==> src/rtl/demux_dispatch_ctrl.sv <==
// demux_dispatch_ctrl: valid/ready flow controller that steers one held word to one of n output channels.
// Optional stall timeout enabled by DEMUX_DISPATCH_TIMEOUT_EN (adds TIMEOUT and timeoutPulse).
module demux_dispatch_ctrl #(
    parameter int n = 4,
    parameter int logn = $clog2(n),
    parameter int W = 8
`ifdef DEMUX_DISPATCH_TIMEOUT_EN
    , parameter int TIMEOUT = 16
`endif
) (
    input  logic            clk,
    input  logic            resetn,
    input  logic            inValid,
    output logic            inReady,
    input  logic [W-1:0]    inData,
    input  logic [logn-1:0] inDest,
    input  logic            modeRR,
    output logic [n-1:0]    outValid,
    input  logic [n-1:0]    outReady,
    output logic [W-1:0]    outData,
    output logic [logn-1:0] outSel,
    output logic [7:0]      dropCount,
    output logic            busy
`ifdef DEMUX_DISPATCH_TIMEOUT_EN
    , output logic          timeoutPulse
`endif
);
    typedef enum logic {IDLE, HOLD} state_t;

    state_t          state;
    logic [logn-1:0] rr_ptr;
    logic            rr_mode;
    logic            sel_ready;
    logic            xfer;
    logic            timeout_hit;
    logic            release_word;
    logic            accept;
    logic            illegal;
    logic [logn-1:0] next_ptr;
    logic [logn-1:0] dest;
    logic [8:0]      drop_sum;

    function automatic logic [n-1:0] onehot(input logic [logn-1:0] s);
        return {{(n-1){1'b0}}, 1'b1} << s;
    endfunction

    // masked OR avoids indexing outReady with a select wider than the channel range
    assign sel_ready    = |(outReady & onehot(outSel));
    assign xfer         = state == HOLD && sel_ready;
    assign release_word = xfer || timeout_hit;
    assign inReady      = resetn && (state == IDLE || release_word);
    assign accept       = inValid && inReady;
    assign illegal      = !modeRR && {1'b0, inDest} >= (logn+1)'(n);
    assign next_ptr     = release_word && rr_mode
                          ? (outSel == logn'(n-1) ? '0 : outSel + 1'b1)
                          : rr_ptr;
    assign dest         = modeRR ? next_ptr : inDest;
    assign drop_sum     = 9'(dropCount) + 9'(accept && illegal) + 9'(timeout_hit);

`ifdef DEMUX_DISPATCH_TIMEOUT_EN
    localparam int CW = $clog2(TIMEOUT + 1);
    logic [CW-1:0] stall_cnt;

    assign timeout_hit  = state == HOLD && !sel_ready && stall_cnt == CW'(TIMEOUT - 1);
    assign timeoutPulse = timeout_hit;

    always_ff @(posedge clk or negedge resetn) begin
        if (!resetn)
            stall_cnt <= '0;
        else if (accept || timeout_hit || state != HOLD || sel_ready)
            stall_cnt <= '0;
        else
            stall_cnt <= stall_cnt + CW'(1);
    end
`else
    assign timeout_hit = 1'b0;
`endif

    always_ff @(posedge clk or negedge resetn) begin
        if (!resetn) begin
            state     <= IDLE;
            rr_ptr    <= '0;
            rr_mode   <= 1'b0;
            outValid  <= '0;
            outData   <= '0;
            outSel    <= '0;
            dropCount <= '0;
            busy      <= 1'b0;
        end else begin
            rr_ptr    <= next_ptr;
            dropCount <= drop_sum[8] ? 8'hFF : drop_sum[7:0];
            if (accept && !illegal) begin
                state    <= HOLD;
                outData  <= inData;
                outSel   <= dest;
                rr_mode  <= modeRR;
                outValid <= onehot(dest);
                busy     <= 1'b1;
            end else if (inReady) begin
                state    <= IDLE;
                outValid <= '0;
                busy     <= 1'b0;
            end
        end
    end
endmodule

==> config.mk <==
export PLATFORM = sky130hd
export DESIGN_NAME = demux_dispatch_ctrl
export DESIGN_NICKNAME = d
export VERILOG_FILES = /design/src/rtl/demux_dispatch_ctrl.sv
export SDC_FILE = /design/constraint.sdc
export NUM_CORES = 1
export LEC_CHECK = 0
export CAP_MARGIN = 20
export CORE_ASPECT_RATIO = 0.8
export CORE_MARGIN = 2
export CORE_UTILIZATION = 42
export CTS_BUF_LIST = sky130_fd_sc_hd__clkbuf_8
export CTS_CLUSTER_DIAMETER = 150
export DETAILED_ROUTE_END_ITERATION = 10
export PLACE_DENSITY = 0.78
export SYNTH_ARGS = -nofsm -noshare
export SYNTH_HDL_FRONTEND = slang
export SYNTH_SLANG_ARGS = --single-unit
==> constraint.sdc <==
create_clock -name clk -period 2.53 [get_ports clk]
set_clock_uncertainty 0.05 [all_clocks]
set_input_delay 0.3795 -clock clk [delete_from_list [all_inputs] [get_ports clk]]
set_output_delay 0.3795 -clock clk [all_outputs]
set_load 0.01 [all_outputs]
Word level (Yosys, flattened, before mapping)

Cells that the tools add are included.
Widths: inputs -> output; s select.

Register bits after elaboration: 18
Output and inout bits: 24
Logic and storage cells: 26

Add/sub/neg operators: 1
Equality and inequality tests: 1
Shift operators: 2
Multiplexer cells: 7
Bitwise gates (word level): 2
Reduce and logical (&&, ||, !) cells: 7

Operators by type and width:

| cell                | number |
|---|---|
| $mux 4              | 2 |
| $shl 1x2->4 const A | 2 |
| $mux 2              | 3 |
| $and 4x4->4         | 1 |
| $logic_and 1x1->1   | 4 |
| $reduce_or 4->1     | 1 |
| $add 2x1->2 const B | 1 |
| $eq 2x2->1 const B  | 1 |
| $mux 1              | 2 |
| $reduce_bool 2->1   | 1 |
| $logic_or 1x1->1    | 1 |
| $not 1->1           | 1 |

Longest topological paths before layout

Gate-level depths: netlist of run 1.

Depth in word-level cells: 9
Depth in mapped cells: 7
Gate-level depth less buffers: 6

Worst setup path after synthesis of run 1

No wires, ideal clock.

Path kind: register to register
From: register outSel[0]
To: register outData[6]
Setup time: 0.125 ns
Arrival time: 1.698 ns
Setup slack: 0.657 ns
Cell stages (with the launch flop): 7
Path buffers: 1
Clock period less this slack: 1.873 ns
Cell sequence: dfrtp_1 inv_1 ha_1 a22oi_2 a31oi_4 buf_2 mux2_2

Word-level cells in the longest chain between the ends: 7

RTL lines:

| what                   | line | text |
|---|---|---|
| from (decl)            | 21   | `output logic [logn-1:0] outSel,` |
| from (signal assigned) | 95   | `outSel <= dest;` |
| $shl 1x2->4            | 44   | `return {{(n-1){1'b0}}, 1'b1} << s;` |
| $and 4x4->4            | 48   | `assign sel_ready = \|(outReady & onehot(outSel));` |
| $reduce_or 4->1        | 48   |  |
| $logic_and 1x1->1      | 49   | `assign xfer = state == HOLD && sel_ready;` |
| $logic_or 1x1->1       | 51   | `assign inReady = resetn && (state == IDLE \|\| release_word);` |
| $logic_and 1x1->1      | 51   |  |
| $logic_and 1x1->1      | 52   | `assign accept = inValid && inReady;` |
| to (signal assigned)   | 94   | `outData <= inData;` |
| to (decl)              | 20   | `output logic [W-1:0] outData,` |

No other way between the ends.
A chain may end at the register's enable or synchronous reset.

Final worst setup path of run 1

From: register outSel[0]
To: output port inReady

Word-level cells in the longest chain between the ends: 6

RTL lines:

| what              | line | text |
|---|---|---|
| $shl 1x2->4       | 44   |  |
| $and 4x4->4       | 48   |  |
| $reduce_or 4->1   | 48   |  |
| $logic_and 1x1->1 | 49   |  |
| $logic_or 1x1->1  | 51   |  |
| $logic_and 1x1->1 | 51   |  |
| to (decl)         | 14   | `output logic inReady,` |

No other way between the ends.

==> results of run 1 <==
-- layer usage --
layer,up-vias,global-route usage
met1,360,0.193
li1,341,-
met5,-,0
met4,0,0.0952
met2,38,0.258
met3,7,0.0590
-- metrics by stage --
stage | utilization | setup WS [ps] | hold slack [ps] | power (mW)
2_1_floorplan | - | 657 | 33.9 | 0.850
3_3_place_gp | 0.608 | 290 | 438 | 1.16
3_5_place_dp | 0.608 | 226 | 439 | 1.19
4_1_cts | 0.634 | 10.0 | 287 | 1.42
5_1_grt | 0.643 | 8.79 | 303 | 1.54
6_report | 0.643 | 134 | 297 | 1.44
-- worst max path at each step --
| stage | start | endpoint | slack, ps |
|---|---|---|---|
| floorplan | outSel[0] | outData[6] | 660 |
| finish | outSel[0] | inReady | 130 |
| detailed placement | outReady[2] | inReady | 230 |
| CTS | outSel[0] | inReady | 10 |
| global placement | outReady[2] | inReady | 290 |
| global route | outSel[0] | inReady | 9 |
-- power breakdown --
| group | total [mW] | internal, mW | switching, mW | leakage (nW) |
|---|---|---|---|---|
| logic | 0.704 | 0.407 | 0.297 | 0.350 |
| clock network | 0.229 | 0.138 | 0.0907 | 0.0288 |
| registers | 0.506 | 0.414 | 0.0926 | 0.218 |
| total | 1.44 | 0.959 | 0.480 | 0.597 |
-- Yosys cell counts --
cell type and number:
a211o_1 2, nand2b_1 1, a32o_1 4, o221ai_1 1, ha_1 4, buf_2 1
o211a_1 1, nor2_1 3, a31oi_4 1, inv_1 4, nand2_1 6, o211ai_1 1
o221a_2 1, or3b_1 1, buf_4 8, a22oi_2 2, conb_1 1, a21oi_2 1
dfrtp_1 18, a21o_1 1, a21oi_1 2, mux2_2 11, nand3_1 1
-- cell type report --
class / instances / area share
clock buffer: 4 / 0.0404
inverter: 4 / 0.0110
multi-input combinational: 52 / 0.314
sequential: 18 / 0.331
tap: 25 / 0.0229
timing repair buffer: 40 / 0.281
-- registers in the layout, summed over array words and instances, names as in the netlist --
register and count:
outData 8, state 1, rr_mode 1, outValid 4, outSel 2, rr_ptr 2
-- logic make-up (layout without fill, tap and decap cells) --
group | after synthesis | count (layout) | share of synthesized area
multiplexers | 11 | 11 | 0.133
flip-flops | 18 | 18 | 0.485
AO/OA/AOI/OAI | 17 | 17 | 0.180
AND/OR/NAND/NOR | 12 | 12 | 0.0579
adder cells (fa/ha/maj) | 4 | 4 | 0.0538
buffers and inverters | 13 | 48 | 0.0861
other | 1 | 8 | 0.00403
-- what timing repair did --
item                       in CTS  in global routing
buffers inserted                0                  2
setup endpoints to repair       0                  1
gates resized for setup         0                  2
==> results_dict.tcl, run 1 <==
set metrics [dict create \
    outcome "completed" \
    grt-ovfl-total 0 \
    cp_max_fo 7 \
    layout_common_cells "clkdlybuf4s50_1 (33), dfrtp_1 (17), mux2_2 (11)" \
    postSynthAreaPerCell_sq_um 12.2 \
    p_per_area_nw_per_um2 1060 \
    core_sq_um 2120 \
    n_antenna_cell 0 \
    gp_congestion 0.771 \
    path_delay_family "buffers and inverters" \
    cap_violations 0 \
    peakVddDrop_uv 579 \
    netlist_instances 76 \
    grt_antenna_before_repair 0 \
    cts_tree "yes" \
    dp_hpwl_um 1510 \
    wl_met2_um 954 \
    grt_pass1_vias 751 \
    place_area_sq_um 1290 \
    multi_input_area_sq_um 428 \
    required_ps 2100 \
    crit_chain "inv_1 -> ha_1 -> a22oi_2 -> nand3_1 -> nand2_2 -> inv_1 -> clkdlybuf4s50_1" \
    synth_top_area_cell "dfrtp_1" \
    areaGrowthSynthToFinish_pct 46.7 \
    maxSlewViolCount 0 \
    finalNonFillerCells 143 \
    synth-seq-area-share 0.485 \
    r2r_slack_ps 500 \
    critPathCaptureType "output pin" \
    num_vias 746 \
    drtIter0Drc 16 \
    drc 0 \
    viasPerCell 5.22 \
    slew_headroom 0.615 \
    drt-total-wl_um 2000 \
    route.top_layer_used "met4" \
    drive_above_1_share 0.246 \
    wl_met3_um 160 \
    path_common_cell "inv_1" \
    htreeDepth 1 \
    cts_made_buffers 3 \
    max_freq_mhz 417 \
    synth-seq-cells 18 \
    min_period_ps 2400 \
    grt_use_total 0.162 \
    ctsHoldBuffers 0 \
    r2r_end "outData[1]" \
    wire_per_inst_um 14.0 \
    portBuffers 33 \
    yosysWarnings 0 \
    crit_path_start_kind "register" \
    cts.clk_slew.worst_paths_ps 60 \
    path_depth 7 \
    nFillCells 178 \
    die_h_um 46.1 \
    rr_startpoint "outSel[0]" \
    fp-row-count 15 \
    finalHoldViolations 0 \
    clkLatencyLatePin_ps 250 \
    fin_crit_sh 0.947 \
    finalSetupViolations 0 \
    nets 141 \
    layout_commonest_cell "clkdlybuf4s50_1" \
    crit_type "reg2out" \
    start_util 0.438 \
    die_x_um 56.6 \
    worst_pin_slew_ps 577 \
    reg2regPathDepth 6 \
    clock-sinks 18 \
    grt_pass1_wl_um 3190 \
    syn-cell-area_sq_um 930 \
    cts_buffer_depth 2 \
    placedCellCount 137 \
    cp.arrival_ps 1970 \
    die_area_sq_um 2610 \
    yosysTopAreaCellShare 0.485 \
    cp_slowest_cell "clkdlybuf4s50_1" \
    synth_cell_types 23 \
    drt-pass1-iter-count 4 \
    critPathMaxStageDelay_ps 490 \
    final_area_sq_um 1360 \
    power.leakage_nw 0.597 \
    synthTopCellsByArea "dfrtp_1 (48%), mux2_2 (13%), buf_4 (6.5%)" \
    met1_length_um 847 \
    grt_max_degree 19 \
    drtAntennaViolNets 0 \
    rsz0062_at_grt "no" \
    hold_class "in2async" \
    tns_ps 0 \
    cts_root_buffer "clkbuf_8" \
    crit_buf_inv 3 \
    ios 42 \
    ff_latch_area_sq_um 452 \
]
Power figures use the tool's default switching activity.
==> inputs of run 2 (changes only) <==
Settings changed: TNS_END_PERCENT set to 100.
==> results of run 2 <==
Same layout as run 1: the final DEF is identical, and so are final timing and power.
==> inputs of run 3 (changes only) <==
Settings changed: CORE_MARGIN 2 to 4, CORE_UTILIZATION 42 to 40, CTS_BUF_LIST sky130_fd_sc_hd__clkbuf_8 to unset, PLACE_DENSITY 0.78 to 0.75.
==> run 3 against run 2 <==
- worst hold slack improved by 120 ps
- utilization is 3.0 points lower
- clock power shrank 24%
- global-route usage down 1.9 points
- first-iteration DRC count is 56% lower
- wire length decreased by 1.9%
- final cell count shrank 0.70%
- flip-flop and latch count unchanged
- non-clock buffer count down 1
- critical path depth is the same
- critical path type unchanged
==> results_dict.tcl, run 3 (synthesis gave the netlist of run 1 again) <==
set metrics [dict create \
    die_area_sq_um 3160 \
    met1_length_um 794 \
    finalHoldViolations 0 \
    cts_tree "yes" \
    grt-ovfl-total 0 \
    reg2regPathDepth 6 \
    cts_made_buffers 3 \
    portBuffers 33 \
    cap_violations 0 \
    drt-pass1-iter-count 2 \
    grt_pass1_vias 772 \
    core_sq_um 2180 \
    largest_reg_flops 8 \
    reg.largest.list "outData: 8 flops, outValid: 4 flops" \
    max_freq_mhz 421 \
    outcome "completed" \
    p_per_area_nw_per_um2 1010 \
    grt_pass1_wl_um 3330 \
    rr_startpoint "outSel[0]" \
    cp_max_fo 7 \
    drtIter0Drc 7 \
    route.top_layer_used "met4" \
    hold_slack_ps 412 \
    num_vias 725 \
    cts.clk_slew.worst_paths_ps 100 \
    die_x_um 61.9 \
    start_util 0.427 \
    power.leakage_nw 0.584 \
    cts_root_buffer "clkbuf_4" \
    grt_max_degree 19 \
    p_int_mw 0.895 \
    rsz0062_at_grt "no" \
    peakVddDrop_uv 620 \
    tns_ps 0 \
    regMostFlops "outData" \
    drive_above_1_share 0.231 \
    sw_frac_of_total 0.339 \
    gp_congestion 0.822 \
    grt_antenna_before_repair 0 \
    viasPerCell 5.11 \
    pwr-share-seq 0.367 \
    wire_per_inst_um 13.8 \
    die_h_um 51.1 \
    clkLatencyLatePin_ps 290 \
    hold_class "in2async" \
    wl_met3_um 156 \
    crit_type "reg2out" \
    grt_use_total 0.143 \
    layout_commonest_cell "clkdlybuf4s50_1" \
    areaGrowthSynthToFinish_pct 43.6 \
    critPathCaptureType "output pin" \
    layout_common_cells "clkdlybuf4s50_1 (33), dfrtp_1 (17), mux2_2 (11)" \
    htreeDepth 1 \
    required_ps 2100 \
    wl_met2_um 966 \
    clock-sinks 18 \
    switchingPower_mw 0.459 \
    fp-row-count 15 \
    finalSetupViolations 0 \
    crit_path_start_kind "register" \
    fin_crit_sh 0.939 \
    nets 140 \
    power.share.combinational 0.504 \
    cp.arrival_ps 1950 \
    worst_pin_slew_ps 549 \
    r2r_end "outData[7]" \
    cts_buffer_depth 2 \
    p_clk_frac 0.129 \
    maxSlewViolCount 0 \
    ios 42 \
    drt-total-wl_um 1960 \
    drc 0 \
    dp_hpwl_um 1550 \
    drtAntennaViolNets 0 \
    n_antenna_cell 0 \
    r2r_slack_ps 470 \
    min_period_ps 2380 \
    slew_headroom 0.634 \
]
## run 3: cell count changes in the layout (fill, tap and decap cells not counted), sizes merged
| cell | delta |
|---|---|
| buf | -1 |
## run 3: power by group through the flow
stage	Clock, mW	Sequential (mW)	Combinational, mW
final	0.175	0.497	0.682
after floorplan	0	0.543	0.307
after CTS	0.183	0.498	0.691
after global placement	0	0.497	0.660
after global routing	0.197	0.515	0.752
after detailed placement	0	0.503	0.677
## run 3: worst max-delay path, stage by stage (launching register included)
cell and delay [ps]:
dfrtp_2 430, inv_1 80, ha_1 230, a22oi_2 210, nand3_1 100, nand2_1 100, inv_1 40, clkdlybuf4s50_1 470
## run 3: worst max path at each step
stage                            end   startpoint  cells past startpoint
after floorplan           outData[6]    outSel[0]                      6
final                        inReady    outSel[0]                      7
after global placement       inReady  outReady[2]                      6
after global routing         inReady    outSel[0]                      7
after CTS                    inReady    outSel[0]                      7
after detailed placement     inReady  outReady[2]                      6
## run 3: final cells by class
class                      count  area [sq um]
sequential                    18           452
inverter                       4          15.0
timing repair buffer          39           375
tap                           25          31.3
fill                         187           842
clock buffer                   4          36.3
multi-input combinational     52           425
## run 3: routing by layer
metal | vias up | GRT usage
met4 | 0 | 0.0459
li1 | 343 | -
met1 | 347 | 0.165
met3 | 4 | 0.0480
met2 | 31 | 0.244
met5 | - | 0
## run 3: timing repair
item,CTS,global route
setup endpoints to repair,1,1
setup buffers,1,0
resized for setup,0,1
pin swaps,1,0
hold buffers,0,0
## run 3: metrics by stage
step / power (mW) / area (sq um) / utilization / instances / setup WS [ps]
6_report: 1.35 / 1340 / 0.613 / 142 / 154
5_1_grt: 1.46 / 1340 / 0.613 / 142 / 36.3
4_1_cts: 1.37 / 1330 / 0.613 / 142 / 78.7
3_5_place_dp: 1.18 / 1290 / 0.593 / 137 / 171
3_3_place_gp: 1.16 / 1290 / 0.593 / 137 / 222
2_1_floorplan: 0.850 / 956 / - / 83 / 657
